==> src/rtl/dmem_lsu.sv <==
// Load/store unit for a 4-column x 8-bit data memory port.
// Splits misaligned accesses into two word beats and returns extended load data.
//
// state | meaning
// IDLE  | ready for a request (req_ready=1)
// BEAT1 | first memory beat at the request's word address
// BEAT2 | second beat at word+1 for accesses crossing a word boundary
// RESP  | load result held on the response channel until accepted
module dmem_lsu #(
  parameter int ADDR_WIDTH = 10,
  parameter int TAG_WIDTH  = 4
) (
  input  logic                  clk,
  input  logic                  reset,
  input  logic                  req_valid,
  output logic                  req_ready,
  input  logic                  req_st,
  input  logic [ADDR_WIDTH+1:0] req_addr,
  input  logic [1:0]            req_size,
  input  logic                  req_unsigned,
  input  logic [31:0]           req_data,
  input  logic [TAG_WIDTH-1:0]  req_tag,
  output logic                  mem_valid_st,
  output logic                  mem_spec_ld,
  output logic [3:0]            mem_we,
  output logic [ADDR_WIDTH-1:0] mem_addr,
  output logic [31:0]           mem_din,
  input  logic [31:0]           mem_dout,
  output logic                  resp_valid,
  input  logic                  resp_ready,
  output logic [31:0]           resp_data,
  output logic [TAG_WIDTH-1:0]  resp_tag
);

  typedef enum logic [1:0] {IDLE, BEAT1, BEAT2, RESP} state_t;

  state_t                  state_q, state_d;
  logic                    st_q, uns_q;
  logic [1:0]              size_q;
  logic [ADDR_WIDTH+1:0]   addr_q;
  logic [31:0]             data_q;
  logic [TAG_WIDTH-1:0]    tag_q;
  logic [31:0]             result_q, result_d;
  logic [31:0]             resp_data_q, resp_data_d;
  logic [TAG_WIDTH-1:0]    resp_tag_q, resp_tag_d;

  logic [2:0]              nb, n1, n2;
  logic [1:0]              off;
  logic                    split;
  logic [ADDR_WIDTH-1:0]   word;
  logic [7:0]              we_wide;
  logic [31:0]             beat1_bytes, beat2_bytes, m2, assembled, ext_data;
  logic                    load_done;

  assign req_ready  = (state_q == IDLE);
  assign resp_data  = resp_data_q;
  assign resp_tag   = resp_tag_q;

  // Access geometry derived from the captured request.
  always_comb begin
    nb    = (size_q == 2'd0) ? 3'd1 : (size_q == 2'd1) ? 3'd2 : 3'd4;
    off   = addr_q[1:0];
    word  = addr_q[ADDR_WIDTH+1:2];
    split = ({1'b0, off} + nb) > 3'd4;
    n1    = split ? (3'd4 - {1'b0, off}) : nb;
    n2    = {1'b0, off} + nb - 3'd4;
    we_wide = ((8'd1 << nb) - 8'd1) << off;
    for (int c = 0; c < 4; c++) begin
      m2[8*c +: 8] = (c < int'(n2)) ? 8'hFF : 8'h00;
    end
    // Beat 1 bytes land at the bottom of the result; beat 2 bytes stack above them.
    beat1_bytes = mem_dout >> {off, 3'b000};
    beat2_bytes = (mem_dout & m2) << {n1, 3'b000};
  end

  // Next-state, memory port drive and load assembly.
  always_comb begin
    state_d      = state_q;
    result_d     = result_q;
    resp_data_d  = resp_data_q;
    resp_tag_d   = resp_tag_q;
    mem_valid_st = 1'b0;
    mem_spec_ld  = 1'b0;
    mem_we       = 4'h0;
    mem_addr     = '0;
    mem_din      = 32'h0;
    resp_valid   = 1'b0;
    assembled    = result_q;
    load_done    = 1'b0;
    ext_data     = 32'h0;
    case (state_q)
      IDLE: begin
        if (req_valid) state_d = BEAT1;
      end
      BEAT1: begin
        mem_addr = word;
        if (st_q) begin
          mem_valid_st = 1'b1;
          mem_we       = we_wide[3:0];
          mem_din      = data_q << {off, 3'b000};
        end else begin
          mem_spec_ld = 1'b1;
          assembled   = beat1_bytes;
          result_d    = beat1_bytes;
        end
        if (split)     state_d = BEAT2;
        else if (st_q) state_d = IDLE;
        else begin
          state_d   = RESP;
          load_done = 1'b1;
        end
      end
      BEAT2: begin
        mem_addr = word + ADDR_WIDTH'(1);
        if (st_q) begin
          mem_valid_st = 1'b1;
          mem_we       = (4'd1 << n2) - 4'd1;
          mem_din      = data_q >> {n1, 3'b000};
          state_d      = IDLE;
        end else begin
          mem_spec_ld = 1'b1;
          assembled   = result_q | beat2_bytes;
          result_d    = assembled;
          state_d     = RESP;
          load_done   = 1'b1;
        end
      end
      RESP: begin
        resp_valid = 1'b1;
        if (resp_ready) state_d = IDLE;
      end
      default: state_d = IDLE;
    endcase

    case (nb)
      3'd1:    ext_data = uns_q ? {24'h0, assembled[7:0]}  : {{24{assembled[7]}}, assembled[7:0]};
      3'd2:    ext_data = uns_q ? {16'h0, assembled[15:0]} : {{16{assembled[15]}}, assembled[15:0]};
      default: ext_data = assembled;
    endcase
    if (load_done) begin
      resp_data_d = ext_data;
      resp_tag_d  = tag_q;
    end

    // A reset cycle must not issue a beat or present a response.
    if (reset) begin
      mem_valid_st = 1'b0;
      mem_spec_ld  = 1'b0;
      mem_we       = 4'h0;
      mem_addr     = '0;
      mem_din      = 32'h0;
      resp_valid   = 1'b0;
    end
  end

  // State, partial result and response registers.
  always_ff @(posedge clk) begin
    if (reset) begin
      state_q     <= IDLE;
      result_q    <= 32'h0;
      resp_data_q <= 32'h0;
      resp_tag_q  <= '0;
    end else begin
      state_q     <= state_d;
      result_q    <= result_d;
      resp_data_q <= resp_data_d;
      resp_tag_q  <= resp_tag_d;
    end
  end

  // Request capture on handshake in IDLE.
  always_ff @(posedge clk) begin
    if (reset) begin
      st_q   <= 1'b0;
      uns_q  <= 1'b0;
      size_q <= 2'd0;
      addr_q <= '0;
      data_q <= 32'h0;
      tag_q  <= '0;
    end else if (req_valid && req_ready) begin
      st_q   <= req_st;
      uns_q  <= req_unsigned;
      size_q <= req_size;
      addr_q <= req_addr;
      data_q <= req_data;
      tag_q  <= req_tag;
    end
  end

endmodule
==> config.mk <==
export PLATFORM = sky130hd
export DESIGN_NAME = dmem_lsu
export DESIGN_NICKNAME = d
export VERILOG_FILES = /design/src/rtl/dmem_lsu.sv
export SDC_FILE = /design/constraint.sdc
export NUM_CORES = 1
export LEC_CHECK = 0
export CAP_MARGIN = 30
export CORE_MARGIN = 2
export CORE_UTILIZATION = 43
export CTS_CLUSTER_SIZE = 10
export DETAILED_ROUTE_END_ITERATION = 8
export PLACE_DENSITY = 0.68
export SETUP_SLACK_MARGIN = 0.1
export SYNTH_ARGS = -nofsm -noshare
export SYNTH_HDL_FRONTEND = slang
export SYNTH_SLANG_ARGS = --single-unit
==> constraint.sdc <==
create_clock -name clk -period 4.6 [get_ports clk]
set_input_delay 0.46 -clock clk [delete_from_list [all_inputs] [get_ports clk]]
set_output_delay 0.46 -clock clk [all_outputs]
set_load 0.005 [all_outputs]
## Yosys cells after proc, flatten, opt, wreduce, memory -nomap -nowiden

Cells that the tools add are included.
Widths: inputs -> output; s select.

| storage, ports and cells | value |
|---|---|
| flip-flop bits (word level) | 122 |
| output and inout port bits | 86 |
| logic and storage cells | 81 |

| cells by class | value |
|---|---|
| add/subtract/negate cells | 6 |
| order comparisons | 5 |
| eq/ne operators | 8 |
| shift operators | 7 |
| muxes and demuxes | 38 |
| bitwise gates (word level) | 2 |
| reduce and logical (&&, ||, !) cells | 5 |

Operator list:

| cell | count |
|---|---|
| $mux 32 | 7 |
| $pmux 32 s2 | 3 |
| $and 32x32->32 | 1 |
| $mux 8 | 4 |
| $or 32x32->32 | 1 |
| $shl 32x5->32 | 1 |
| $shl 32x6->32 | 1 |
| $shr 32x5->32 | 1 |
| $shr 32x6->32 | 1 |
| $pmux 10 s2 | 1 |
| $mux 4 | 3 |
| $add 10x1->10 const B | 1 |
| $mux 10 | 1 |
| $mux 1 | 9 |
| $mux 3 | 3 |
| $mux 2 | 4 |
| $pmux 2 s4 | 1 |
| $pmux 4 s2 | 1 |
| $shl 1x3->8 const A | 1 |
| $shl 8x2->4 | 1 |
| $sub 8x1->8 const B | 1 |
| $lt 1x3->1 const A | 2 |
| $lt 2x3->1 const A | 2 |
| $eq 2x1->1 const B | 2 |
| 15 further kinds | 18 |

## Logic depth before layout (Yosys ltp)

| logic depth | value |
|---|---|
| word-level depth | 14 |
| gate-level depth with buffers | 14 |

## Least setup slack after synthesis

OpenSTA, ideal clock, no wires.

| timing path | value |
|---|---|
| path type | register to output |
| start | register addr_q[0] |
| end | output mem_din[6] |
| arrival time | 3132 ps |
| data required time | 4140 ps |
| slack | 1008 ps |
| cell stages (with the launch flop) | 12 |
| buffers on the path | 4 |
| cells stage by stage | dfxtp_1 -> clkbuf_1 -> buf_1 -> buf_2 -> clkinv_1 -> ha_1 -> and3_1 -> nor2_2 -> buf_2 -> mux2_2 -> o211ai_1 -> a21oi_1 |

| on the way | value |
|---|---|
| cells in the longest elaborated chain, start to end | 7 |
| elaborated cells between the ends (all ways) | 10 |

RTL lines:

| what | line | source |
|---|---|---|
| start: declaration | 40 | `logic [ADDR_WIDTH+1:0] addr_q;` |
| start signal: assignment | 184 | `addr_q <= req_addr;` |
| $add 2x3->3 | 64 | `split = ({1'b0, off} + nb) > 3'd4;` |
| $gt 3x3->1 | 64 |  |
| $mux 3 | 65 | `n1 = split ? (3'd4 - {1'b0, off}) : nb;` |
| $shr 32x6->32 | 118 | `mem_din = data_q >> {n1, 3'b000};` |
| $mux 32 | 115 | `if (st_q) begin` |
| $pmux 32 s2 (*) | 91 | `case (state_q)` |
| $mux 32 (*) | 146 | `if (reset) begin` |
| end: declaration | 27 | `output logic [31:0] mem_din,` |

Every way passes the cells marked *; elsewhere a longest branch is shown, timed or not.

## Worst setup path in the final report

| timing path | value |
|---|---|
| start | register size_q[0] |
| end | output mem_din[4] |

| on the way | value |
|---|---|
| cells in the longest elaborated chain, start to end | 10 |
| elaborated cells between the ends (all ways) | 11 |

RTL lines:

| what | line | source |
|---|---|---|
| start: declaration | 39 | `logic [1:0] size_q;` |
| start signal: assignment | 183 | `size_q <= req_size;` |
| $eq 2x1->1 | 61 | `nb = (size_q == 2'd0) ? 3'd1 : (size_q == 2'd1) ? 3'd2 : 3'd4;` |
| $mux 3 | 61 |  |
| $mux 3 (*) | 61 |  |
| $add 2x3->3 | 64 |  |
| $gt 3x3->1 | 64 |  |
| $mux 3 (*) | 65 |  |
| $shr 32x6->32 (*) | 118 |  |
| $mux 32 (*) | 115 |  |
| $pmux 32 s2 (*) | 91 |  |
| $mux 32 (*) | 146 |  |

Marked as above.

==> metrics.md <==
| Metric | Value |
|---|---|
| Worst Clk Skew | `0.0124 ns` |
| Commonest non-fill, non-tap cell in the layout | `nand2_1` |
| Yosys warns | `0` |
| DP HPWL | `between 20000 and 25000 um` |
| Pwr per Cell Area | `419 nW/um^2` |
| Worst Hold Class | `reg2reg` |
| Synth area leader | `dfxtp_1` |
| GRT overflow | `0` |
| Slew HR | `0.369` |
| First-pass GRT wire length | `between 40000 and 50000 um` |
| Bufs on Longest Clock Path | `2` |
| H-tree levels | `4` |
| Pins over their slew limit | `0` |
| DR top layer | `met4` |
| Core Area | `18600 um^2` |
| Worst-Skew Late Latency | `0.43 ns` |
| Dominant synthesized flop cell | `dfxtp_1` |
| Period minus WS final | `4.24 ns` |
| Critical path cell sequence | `or2_2 > inv_1 > ha_1 > ha_1 > a2bb2oi_1 > a21boi_2 > buf_4 > nor2_4 > buf_12 > mux2_2 > o211ai_1 > a21oi_1 > clkdlybuf4s50_1` |
| Final hold viol count | `0` |
| Leak | `between 3 and 4 nW` |
| Routability congestion estimate | `0.959` |
| Synthesis-to-finish area growth | `30.1%` |
| Vias in the first global route | `around 8000` |
| Met2 WL | `13000 um` |
| Maximum vdd drop | `0.000267 V` |
| Placement Setup Slack | `approximately 0.54 ns` |
| Worst Path Required | `just over 4 ns` |
| Cell area after synthesis | `around 8100 um^2` |
| Crit-path max cell delay | `~0.48 ns` |
| CTS tree | `built` |
| Buffers on Ports | `173` |
| Initial antenna violation count | `0` |
| Most frequent cells in the layout | `nand2_1, clkdlybuf4s50_1, a21oi_1` |
| Routed len/inst | `about 20 um` |
| Status | `finished clean` |
| Worst slew pin tran | `0.946 ns` |
| Nets@finish | `1336` |
| DIE HEIGHT | `142 um` |
| Final WS setup | `0.363 ns` |
| Clk sinks | `122` |
| Syn_nets | `around 1200` |
| Cell mode on critical path | `ha_1` |
| Pre-antenna DRT Iters | `6` |
| Die ar. | `20100 um^2` |
| Largest net degree at the start of global routing | `72` |
| MaxCap Viol Count | `0` |
| Synth top area share | `0.300` |
| Final setup violation count | `0` |
| Synth Instances | `roughly 1100` |
| Starting Density | `0.437` |
| Rows | `50` |
| Crit Path Class | `reg2out` |
| Crit. End Element | `output pin` |
| DRT Wirelength | `29200 um` |
| # diodes | `0` |
| Yosys reg bits | `about 120` |
| Met3 wire len | `~2400 um` |
| GR Util All Layers | `0.287` |
| Post-detailed-route count of antenna-violating nets | `0` |
| Clock slew at reported path FFs | `0.05 ns` |
| Seq/Total Area, Yosys | `0.300` |
| Crit path max-delay cell type | `clkdlybuf4s50_1` |
| Post-CTS Hold Fix Bufs | `0` |
| RSZ-0062 raised after global routing | `false` |
| Vias | `8872` |
| Vias per cell | `5.97` |
| Hold Slack | `between 0.4 and 0.5 ns` |
| Post-route DRC | `0` |
| Setup TNS Final | `0 ns` |
| Average cell area after synthesis | `7.33 um^2` |
| EDFF count, synth | `0` |
| Peak Freq | `236 MHz` |
| Yosys cell types | `64` |
| Clock root cell | `clkbuf_16` |
| Initial DRC Count | `between 800 and 900` |
| CP Max Fanout | `16` |
| Critical Path Start Type | `flop` |
| Worst EP arrival | `3.78 ns` |
| Top cells by area, synth | `dfxtp_1, nand2_1, a21oi_1` |
| I/O pin count | `174` |
| Fin crit share | `0.921` |
| Async set-reset flop share out of synthesis | `0` |
| DIE WIDTH | `142 um` |
| Final Util | `0.569` |
| CTS buffer count | `17` |
| Layout cells sized above 1 | `0.0911` |
| Post-Route M1 WL | `~13000 um` |
where the power goes:
part | switching [mW] | internal, mW | leakage (nW)
combinational | 1.07 | 0.713 | 2.45
sequential | 0.150 | 1.22 | 0.996
clock | 0.514 | 0.785 | 0.276
through the flow:
step	area, um^2	power (mW)	instances
after floorplan	8150	2.52	1111
after global placement	10000	3.12	1453
after CTS	10600	4.44	1485
after global routing	10600	4.69	1486
after detailed placement	10000	3.13	1453
final	10600	4.45	1486
path summary, 6_finish.rpt:
| check | start | end | slack (ns) | cells after the start |
|---|---|---|---|---|
| max | size_q[0]$_SDFFE_PP0P_ | mem_din[4] | 0.36 | 13 |
| min | tag_q[1]$_SDFFE_PP0P_ | resp_tag[1]$_SDFFE_PP0P_ | 0.45 | 2 |
| max reg2reg | size_q[0]$_SDFFE_PP0P_ | resp_data[29]$_SDFFE_PP0P_ | 0.94 | 12 |
| min reg2reg | tag_q[1]$_SDFFE_PP0P_ | resp_tag[1]$_SDFFE_PP0P_ | 0.45 | 2 |
worst max-delay path, delay by kind of cell, from the launching register on:
family | cells | cell delay [ns]
multiplexers | 1 | 0.33
AO/OA/AOI/OAI | 4 | 0.71
flip-flops | 1 | 0.44
buffers and inverters | 4 | 0.89
AND/OR/NAND/NOR | 2 | 0.34
adder cells (fa/ha/maj) | 2 | 0.61
cells by family (layout without fill, tap and decap cells):
kind of cell	after synthesis	after routing	synth area share
buffers and inverters	107	248	0.0547
adders and majority gates	9	9	0.0138
DFF	122	122	0.300
muxes	74	74	0.0967
and+or+nand+nor	443	443	0.234
xor gates and xnor gates	1	1	0.00107
AOI/OAI and AO/OA	355	355	0.300
repair_timing:
| item | in CTS | in global routing |
|---|---|---|
| setup endpoints to repair | 3 | 14 |
| setup buffers | 0 | 1 |
| gates resized for setup | 1 | 2 |
| pin swaps | 0 | 1 |
synthesized netlist by cell type (all sizes together), types with 10 or more instances:
cell type,instances
mux2,25
nand2,218
buf,23
a211oi,36
nor2,102
o211ai,10
nand3,50
a221o,14
clkbuf,70
mux2i,48
inv,13
dfxtp,122
a21oi,123
and3,13
a22o,15
nor3,21
o21ai,69
nor2b,21
area by class of cell:
type,count,area [um^2]
clock buffer,22,474
clock inverter,10,91.3
fill,1799,8040
inverter,14,52.6
multi-input combinational,882,5280
sequential,122,2440
tap,234,293
timing repair buffer,202,1970
registers in the layout (all words and copies together), names as in the netlist, 2 cells and up:
signal	flops
data_q	32
resp_data	32
result_q	32
addr_q	12
resp_tag	4
tag_q	4
size_q	2
state_q	2
per-layer routing:
layer / up-vias / GRT usage
li1: 4272 / -
met1: 4093 / 0.383
met2: 443 / 0.441
met3: 64 / 0.0675
met4: 0 / 0.132
met5: - / 0
Power figures use the tool's default switching activity.
